[config.mk]
export PLATFORM = sky130hd
export DESIGN_NAME = fetch_unit_flat
export DESIGN_NICKNAME = d
export VERILOG_FILES = /design/src/rtl/fetch_unit_if.sv /design/src/rtl/fetch_unit.sv /design/src/flat_wrapper.sv
export SDC_FILE = /design/constraint.sdc
export NUM_CORES = 1
export LEC_CHECK = 0
export ABC_AREA = 0
export CAP_MARGIN = 40
export CORE_MARGIN = 4
export CORE_UTILIZATION = 45
export DETAILED_ROUTE_END_ITERATION = 10
export GPL_ROUTABILITY_DRIVEN = 0
export HOLD_SLACK_MARGIN = 0.12
export PLACE_DENSITY = 0.74
export SETUP_SLACK_MARGIN = 0.02
export SYNTH_ARGS = -nofsm -noshare
export SYNTH_HDL_FRONTEND = slang
export SYNTH_SLANG_ARGS = --single-unit
[constraint.sdc]
create_clock -name clk -period 2.4 [get_ports clk]
set_input_delay 0.24 -clock clk [delete_from_list [all_inputs] [get_ports clk]]
set_output_delay 0.24 -clock clk [all_outputs]
set_load 0.02 [all_outputs]
[src/rtl/fetch_unit_if.sv]
`timescale 1ns/1ps
`default_nettype none
// ============================================================================
// Module   : fetch_unit_if
// Purpose  : Bundles the instruction-memory bus, the redirect input and the
//            instruction valid/ready port of the fetch stage.
// Modports : master - fetch unit side (drives imem_req/imem_addr and the
//                     instr_* outputs)
//            slave  - memory + cpu side (drives imem_rdata, redirect_*,
//                     instr_ready)
// Revision : 1.0 - initial release
// ============================================================================
interface fetch_unit_if #(
  parameter int ADDR_W  = 8,
  parameter int INSTR_W = 16
);
  logic               imem_req;
  logic [ADDR_W-1:0]  imem_addr;
  logic [INSTR_W-1:0] imem_rdata;
  logic               redirect_valid;
  logic [ADDR_W-1:0]  redirect_pc;
  logic               instr_valid;
  logic [INSTR_W-1:0] instr_data;
  logic [ADDR_W-1:0]  instr_pc;
  logic               instr_ready;

  modport master (
    output imem_req, imem_addr, instr_valid, instr_data, instr_pc,
    input  imem_rdata, redirect_valid, redirect_pc, instr_ready
  );

  modport slave (
    input  imem_req, imem_addr, instr_valid, instr_data, instr_pc,
    output imem_rdata, redirect_valid, redirect_pc, instr_ready
  );
endinterface
`default_nettype wire

[src/rtl/fetch_unit.sv]
`timescale 1ns/1ps
`default_nettype none
// ============================================================================
// Module   : fetch_unit
// Purpose  : Instruction fetch stage. Owns the PC, reads a synchronous
//            instruction memory (1-cycle latency), buffers words in a
//            DEPTH-entry prefetch FIFO and presents them on a valid/ready
//            port. A redirect flushes the FIFO and restarts fetch.
// Ports    : clk, rst (async, active-high)
//            bus (fetch_unit_if.master): imem_req/imem_addr/imem_rdata,
//              redirect_valid/redirect_pc, instr_valid/instr_data/instr_pc/
//              instr_ready
//            stall_cycles[15:0] - only when FETCH_PERF_EN is defined;
//              saturating count of cycles with instr_valid & ~instr_ready
// Revision : 1.0 - initial release
// ============================================================================
module fetch_unit #(
  parameter int              ADDR_W   = 8,
  parameter int              INSTR_W  = 16,
  parameter int              DEPTH    = 2,
  parameter logic [ADDR_W-1:0] RESET_PC = '0
) (
  input  logic          clk,
  input  logic          rst,
  fetch_unit_if.master  bus
`ifdef FETCH_PERF_EN
  ,
  output logic [15:0]   stall_cycles
`endif
);

  localparam int PTR_W = $clog2(DEPTH);
  localparam int CNT_W = PTR_W + 1;

  logic [ADDR_W-1:0]  r_fetch_pc;
  logic [ADDR_W-1:0]  r_inflight_pc;
  logic               r_inflight;
  logic [INSTR_W-1:0] r_fifo_data [DEPTH];
  logic [ADDR_W-1:0]  r_fifo_pc   [DEPTH];
  logic [PTR_W-1:0]   r_wr_ptr;
  logic [PTR_W-1:0]   r_rd_ptr;
  logic [CNT_W-1:0]   r_count;

  logic               w_valid;
  logic               w_pop;
  logic               w_push;
  logic               w_req;
  logic [CNT_W:0]     w_pending;

  assign w_valid = (r_count != '0);
  assign w_pop   = w_valid & bus.instr_ready;
  // A response returning in a redirect cycle belongs to the old path. The
  // issue-cycle case needs no extra state: no request goes out while
  // redirect_valid is high, so r_inflight itself acts as the kill flag.
  assign w_push  = r_inflight & ~bus.redirect_valid;

  // Slots already promised (stored + in flight) after this cycle's pop.
  assign w_pending = {1'b0, r_count} + {{CNT_W{1'b0}}, r_inflight}
                   - {{CNT_W{1'b0}}, w_pop};
  assign w_req     = ~rst & ~bus.redirect_valid
                   & (w_pending < (CNT_W+1)'(DEPTH));

  assign bus.imem_req    = w_req;
  assign bus.imem_addr   = r_fetch_pc;
  assign bus.instr_valid = w_valid;
  assign bus.instr_data  = r_fifo_data[r_rd_ptr];
  assign bus.instr_pc    = r_fifo_pc[r_rd_ptr];

  // PC and in-flight tracking.
  always_ff @(posedge clk or posedge rst) begin
    if (rst) begin
      r_fetch_pc    <= RESET_PC;
      r_inflight    <= 1'b0;
      r_inflight_pc <= '0;
    end else begin
      r_inflight <= w_req;
      if (w_req) begin
        r_inflight_pc <= r_fetch_pc;
      end
      if (bus.redirect_valid) begin
        r_fetch_pc <= bus.redirect_pc;
      end else if (w_req) begin
        r_fetch_pc <= r_fetch_pc + 1'b1;  // wraps modulo 2^ADDR_W
      end
    end
  end

  // Prefetch FIFO. Storage is reset so the head reads as zero after reset.
  always_ff @(posedge clk or posedge rst) begin
    if (rst) begin
      r_wr_ptr <= '0;
      r_rd_ptr <= '0;
      r_count  <= '0;
      for (int i = 0; i < DEPTH; i++) begin
        r_fifo_data[i] <= '0;
        r_fifo_pc[i]   <= '0;
      end
    end else if (bus.redirect_valid) begin
      // Flush wins over any same-cycle handshake.
      r_wr_ptr <= '0;
      r_rd_ptr <= '0;
      r_count  <= '0;
    end else begin
      if (w_push) begin
        r_fifo_data[r_wr_ptr] <= bus.imem_rdata;
        r_fifo_pc[r_wr_ptr]   <= r_inflight_pc;
        r_wr_ptr              <= r_wr_ptr + 1'b1;
      end
      if (w_pop) begin
        r_rd_ptr <= r_rd_ptr + 1'b1;
      end
      r_count <= r_count + CNT_W'(w_push) - CNT_W'(w_pop);
    end
  end

`ifdef FETCH_PERF_EN
  logic [15:0] r_stall_cycles;

  always_ff @(posedge clk or posedge rst) begin
    if (rst) begin
      r_stall_cycles <= '0;
    end else if (w_valid & ~bus.instr_ready & (r_stall_cycles != 16'hFFFF)) begin
      r_stall_cycles <= r_stall_cycles + 16'd1;
    end
  end

  assign stall_cycles = r_stall_cycles;
`endif

endmodule
`default_nettype wire

[src/flat_wrapper.sv]
// flat-port wrapper written by rule: the top's interface ports become plain ports
module fetch_unit_flat 
#(
  parameter int              ADDR_W   = 8,
  parameter int              INSTR_W  = 16,
  parameter int              DEPTH    = 2,
  parameter logic [ADDR_W-1:0] RESET_PC = '0
)
  (clk, rst, bus_imem_req, bus_imem_addr, bus_instr_valid, bus_instr_data, bus_instr_pc, bus_imem_rdata, bus_redirect_valid, bus_redirect_pc, bus_instr_ready);
  fetch_unit_if #(.ADDR_W(ADDR_W), .INSTR_W(INSTR_W)) bus_i ();
  input  logic clk;
  input  logic rst;
  output wire logic [$bits(bus_i.imem_req)-1:0] bus_imem_req;
  output wire logic [$bits(bus_i.imem_addr)-1:0] bus_imem_addr;
  output wire logic [$bits(bus_i.instr_valid)-1:0] bus_instr_valid;
  output wire logic [$bits(bus_i.instr_data)-1:0] bus_instr_data;
  output wire logic [$bits(bus_i.instr_pc)-1:0] bus_instr_pc;
  input wire logic [$bits(bus_i.imem_rdata)-1:0] bus_imem_rdata;
  input wire logic [$bits(bus_i.redirect_valid)-1:0] bus_redirect_valid;
  input wire logic [$bits(bus_i.redirect_pc)-1:0] bus_redirect_pc;
  input wire logic [$bits(bus_i.instr_ready)-1:0] bus_instr_ready;
  assign bus_imem_req = bus_i.imem_req;
  assign bus_imem_addr = bus_i.imem_addr;
  assign bus_instr_valid = bus_i.instr_valid;
  assign bus_instr_data = bus_i.instr_data;
  assign bus_instr_pc = bus_i.instr_pc;
  assign bus_i.imem_rdata = bus_imem_rdata;
  assign bus_i.redirect_valid = bus_redirect_valid;
  assign bus_i.redirect_pc = bus_redirect_pc;
  assign bus_i.instr_ready = bus_instr_ready;
  fetch_unit #(.ADDR_W(ADDR_W), .INSTR_W(INSTR_W), .DEPTH(DEPTH), .RESET_PC(RESET_PC)) u_core (.clk(clk), .rst(rst), .bus(bus_i));
endmodule
==> run metrics <==
setup TNS=0 ps; I/O Buffers=61; Worst setup EP type=flop; vias in the first global route=2244; Fmax=434.3 MHz; syn_area_per_cell=14.67 um^2; initial antenna violation count=0; fin cells=402; clock transition at the registers of the reported paths=70 ps; Die ar.=8519 um^2; Seq cells post-synth=69; Synth Cell Area=3198 um^2; ys flop type=dfrtp_1; Final Hold Vio Count=0; Synth top area share=53.99%; synth top area cells=dfrtp_1, mux2_2, mux2_4, ha_1, xor2_1; min Tclk post-route=2303 ps; post-synthesis sequential area ratio=53.99%; first-pass GRT wire length=10370 um; n_diodes=0; die width=92.30 um; core outline area=6832 um^2; routed length per instance=15.05 um; YS warnings=0; CTS Sinks=69; DRC=0; post-synth cell types=33; status=finished, final reports clean; Post-synth EDFFs=0; H-Tree Depth=3; # fillers=545; final max-slew violation count=0; Cell Rows=30; pre-CTS setup slack=-237.1 ps; startpoint types=flop; layout cell share with drive strength beyond 1=42.81%; Max VDD drop=0.0008632 V; DRT iter0 DRCs=78; Routed WL=6049 um; clock latency at the later pin of the worst-skew pair=330 ps; CP Class=reg -> reg; Placed Instances=385; CTS root buf=clkbuf_8; Routed Antenna Nets=0; Clock Path Buffers=2; Pwr per Cell Area=1357 nW/um^2; period utilisation layout=95.95%; largest net degree at the start of global routing=25; Clock Skew=7.653 ps; worst min-delay path category=in -> async; worst setup margin=97.27 ps; final setup vio count=0; dominant cell type by area after synthesis=dfrtp_1; Pleak=1.949 nW; most common cell in the netlist=dfrtp_1; DRT Pass-1 Iters=4; max_cap viols=0; Post-synth top cells=dfrtp_1, mux2_2, mux2_4, nand2_1, inv_1; Layout Nets=333; grt total ovfl=0; DP Wirelength=4259 um; Post-CTS Hold Buffers=0; Syn-to-layout area delta=35.09%; Post-Syn Nets=250; RSZ-0062 raised after global routing=no; IO Pins=62; Critical Path RT=2610 ps; Post-synth ARST share=100.0%; Via Count=2004; Least-Margin Pin Slew=460.0 ps; CTS buffer count=9; Syn Inst Count=218; Die Y=92.30 um; Rel. slew slack=69.29%; CTS tree=yes; vias per cell=4.985; FF-to-FF path depth=9; total track usage=15.25%; worst-path fanout max=2; critical path arrival=2510 ps; initial core utilization=46.81%
state kept, by name, indices dropped and copies added, names as in the netlist:
| signal | cells |
|---|---|
| u_core.r_fifo_data | 32 |
| u_core.r_fifo_pc | 16 |
| u_core.r_wr_ptr | 1 |
| u_core.r_rd_ptr | 1 |
| u_core.bus.imem_addr | 8 |
| u_core.r_inflight_pc | 8 |
| u_core.r_count | 2 |
| u_core.r_inflight | 1 |
logic make-up (layout without fill, tap and decap cells):
kind of cell,Yosys count,count (layout),share of synthesized area (%)
compound gates,14,14,3.600
xor+xnor,7,7,2.152
fa+ha+maj,4,4,1.800
buf+inv,16,104,2.856
flops,69,69,53.99
mux,80,80,30.52
simple gates,28,28,5.087
per-layer routing:
metal	track usage [%]	up-vias	part of all wire [%]
met2	23.63	65	46
met3	3.574	10	6.0
li1	-	947	-
met5	0	-	0
met1	20.06	982	46
met4	7.550	0	1.8
final timing paths:
check                                 startpoint                       to  slack [ps]
setup / recovery               u_core.r_count[0]  u_core.bus.imem_addr[6]         100
hold / removal                               rst        u_core.r_count[0]         320
setup reg to reg               u_core.r_count[0]  u_core.bus.imem_addr[6]         100
hold reg to reg            u_core.r_fifo_data[6]    u_core.r_fifo_data[6]         500
max in group asynchronous                    rst  u_core.r_inflight_pc[3]        1390
min in group clk              bus_redirect_pc[4]  u_core.bus.imem_addr[4]         500
placed cells by master (no fill, tap or decap), types with 3 or more instances in the layout:
cell type        instances
clkdlybuf4s50_1         60
ha_1                     3
mux2_4                  20
mux2_2                  60
o211ai_1                 4
dfrtp_1                 68
nor2_1                   3
xor2_1                   4
buf_4                   16
buf_12                   3
a221o_1                  3
nor2b_4                  3
clkbuf_8                11
buf_6                    3
inv_1                    4
nand2_1                  8
through the flow:
stage | area (um^2) | utilization, % | power [mW] | hold slack (ps)
3_5_place_dp | 4069 | 59.56 | 4.816 | 487.6
3_3_place_gp | 4069 | 59.56 | 4.743 | 481.2
2_1_floorplan | 3212 | - | 3.735 | 361.0
5_1_grt | 4320 | 63.24 | 6.218 | 369.7
6_report | 4320 | 63.24 | 5.862 | 320.1
4_1_cts | 4292 | 62.82 | 5.890 | 321.2
final cells by class:
cell class | count | area (um^2) | area share, %
Timing Repair Buffer | 82 | 814.5 | 18.85
Inverter | 6 | 22.52 | 0.5213
Sequential cell | 69 | 1728 | 39.99
Multi-Input combinational cell | 133 | 1410 | 32.64
Clock inverter | 4 | 70.07 | 1.622
Clock buffer | 12 | 155.1 | 3.591
Tap cell | 96 | 120.1 | 2.780
where the power goes:
part	leakage, nW	switching (mW)	internal, mW	total (mW)
logic	0.964	1.19	1.68	2.87
registers	0.868	0.297	1.66	1.96
clock network	0.116	0.399	0.639	1.04
worst max-delay path, stage by stage, from the launching register on:
cell and delay, ps:
dfrtp_1 380, or2_4 260, nand2_4 70, nor2_2 40, fa_2 520, nor2b_4 170, buf_6 110, nand2_2 60
o31a_1 270, a221o_1 290
repair_timing:
item / CTS / global route
cloned: 0 / 0
pin swaps: 0 / 2
buffers inserted: 0 / 1
gates resized for setup: 5 / 7
endpoints found under the setup margin: 1 / 4
Note: power is estimated with default switching activity, not from simulation.
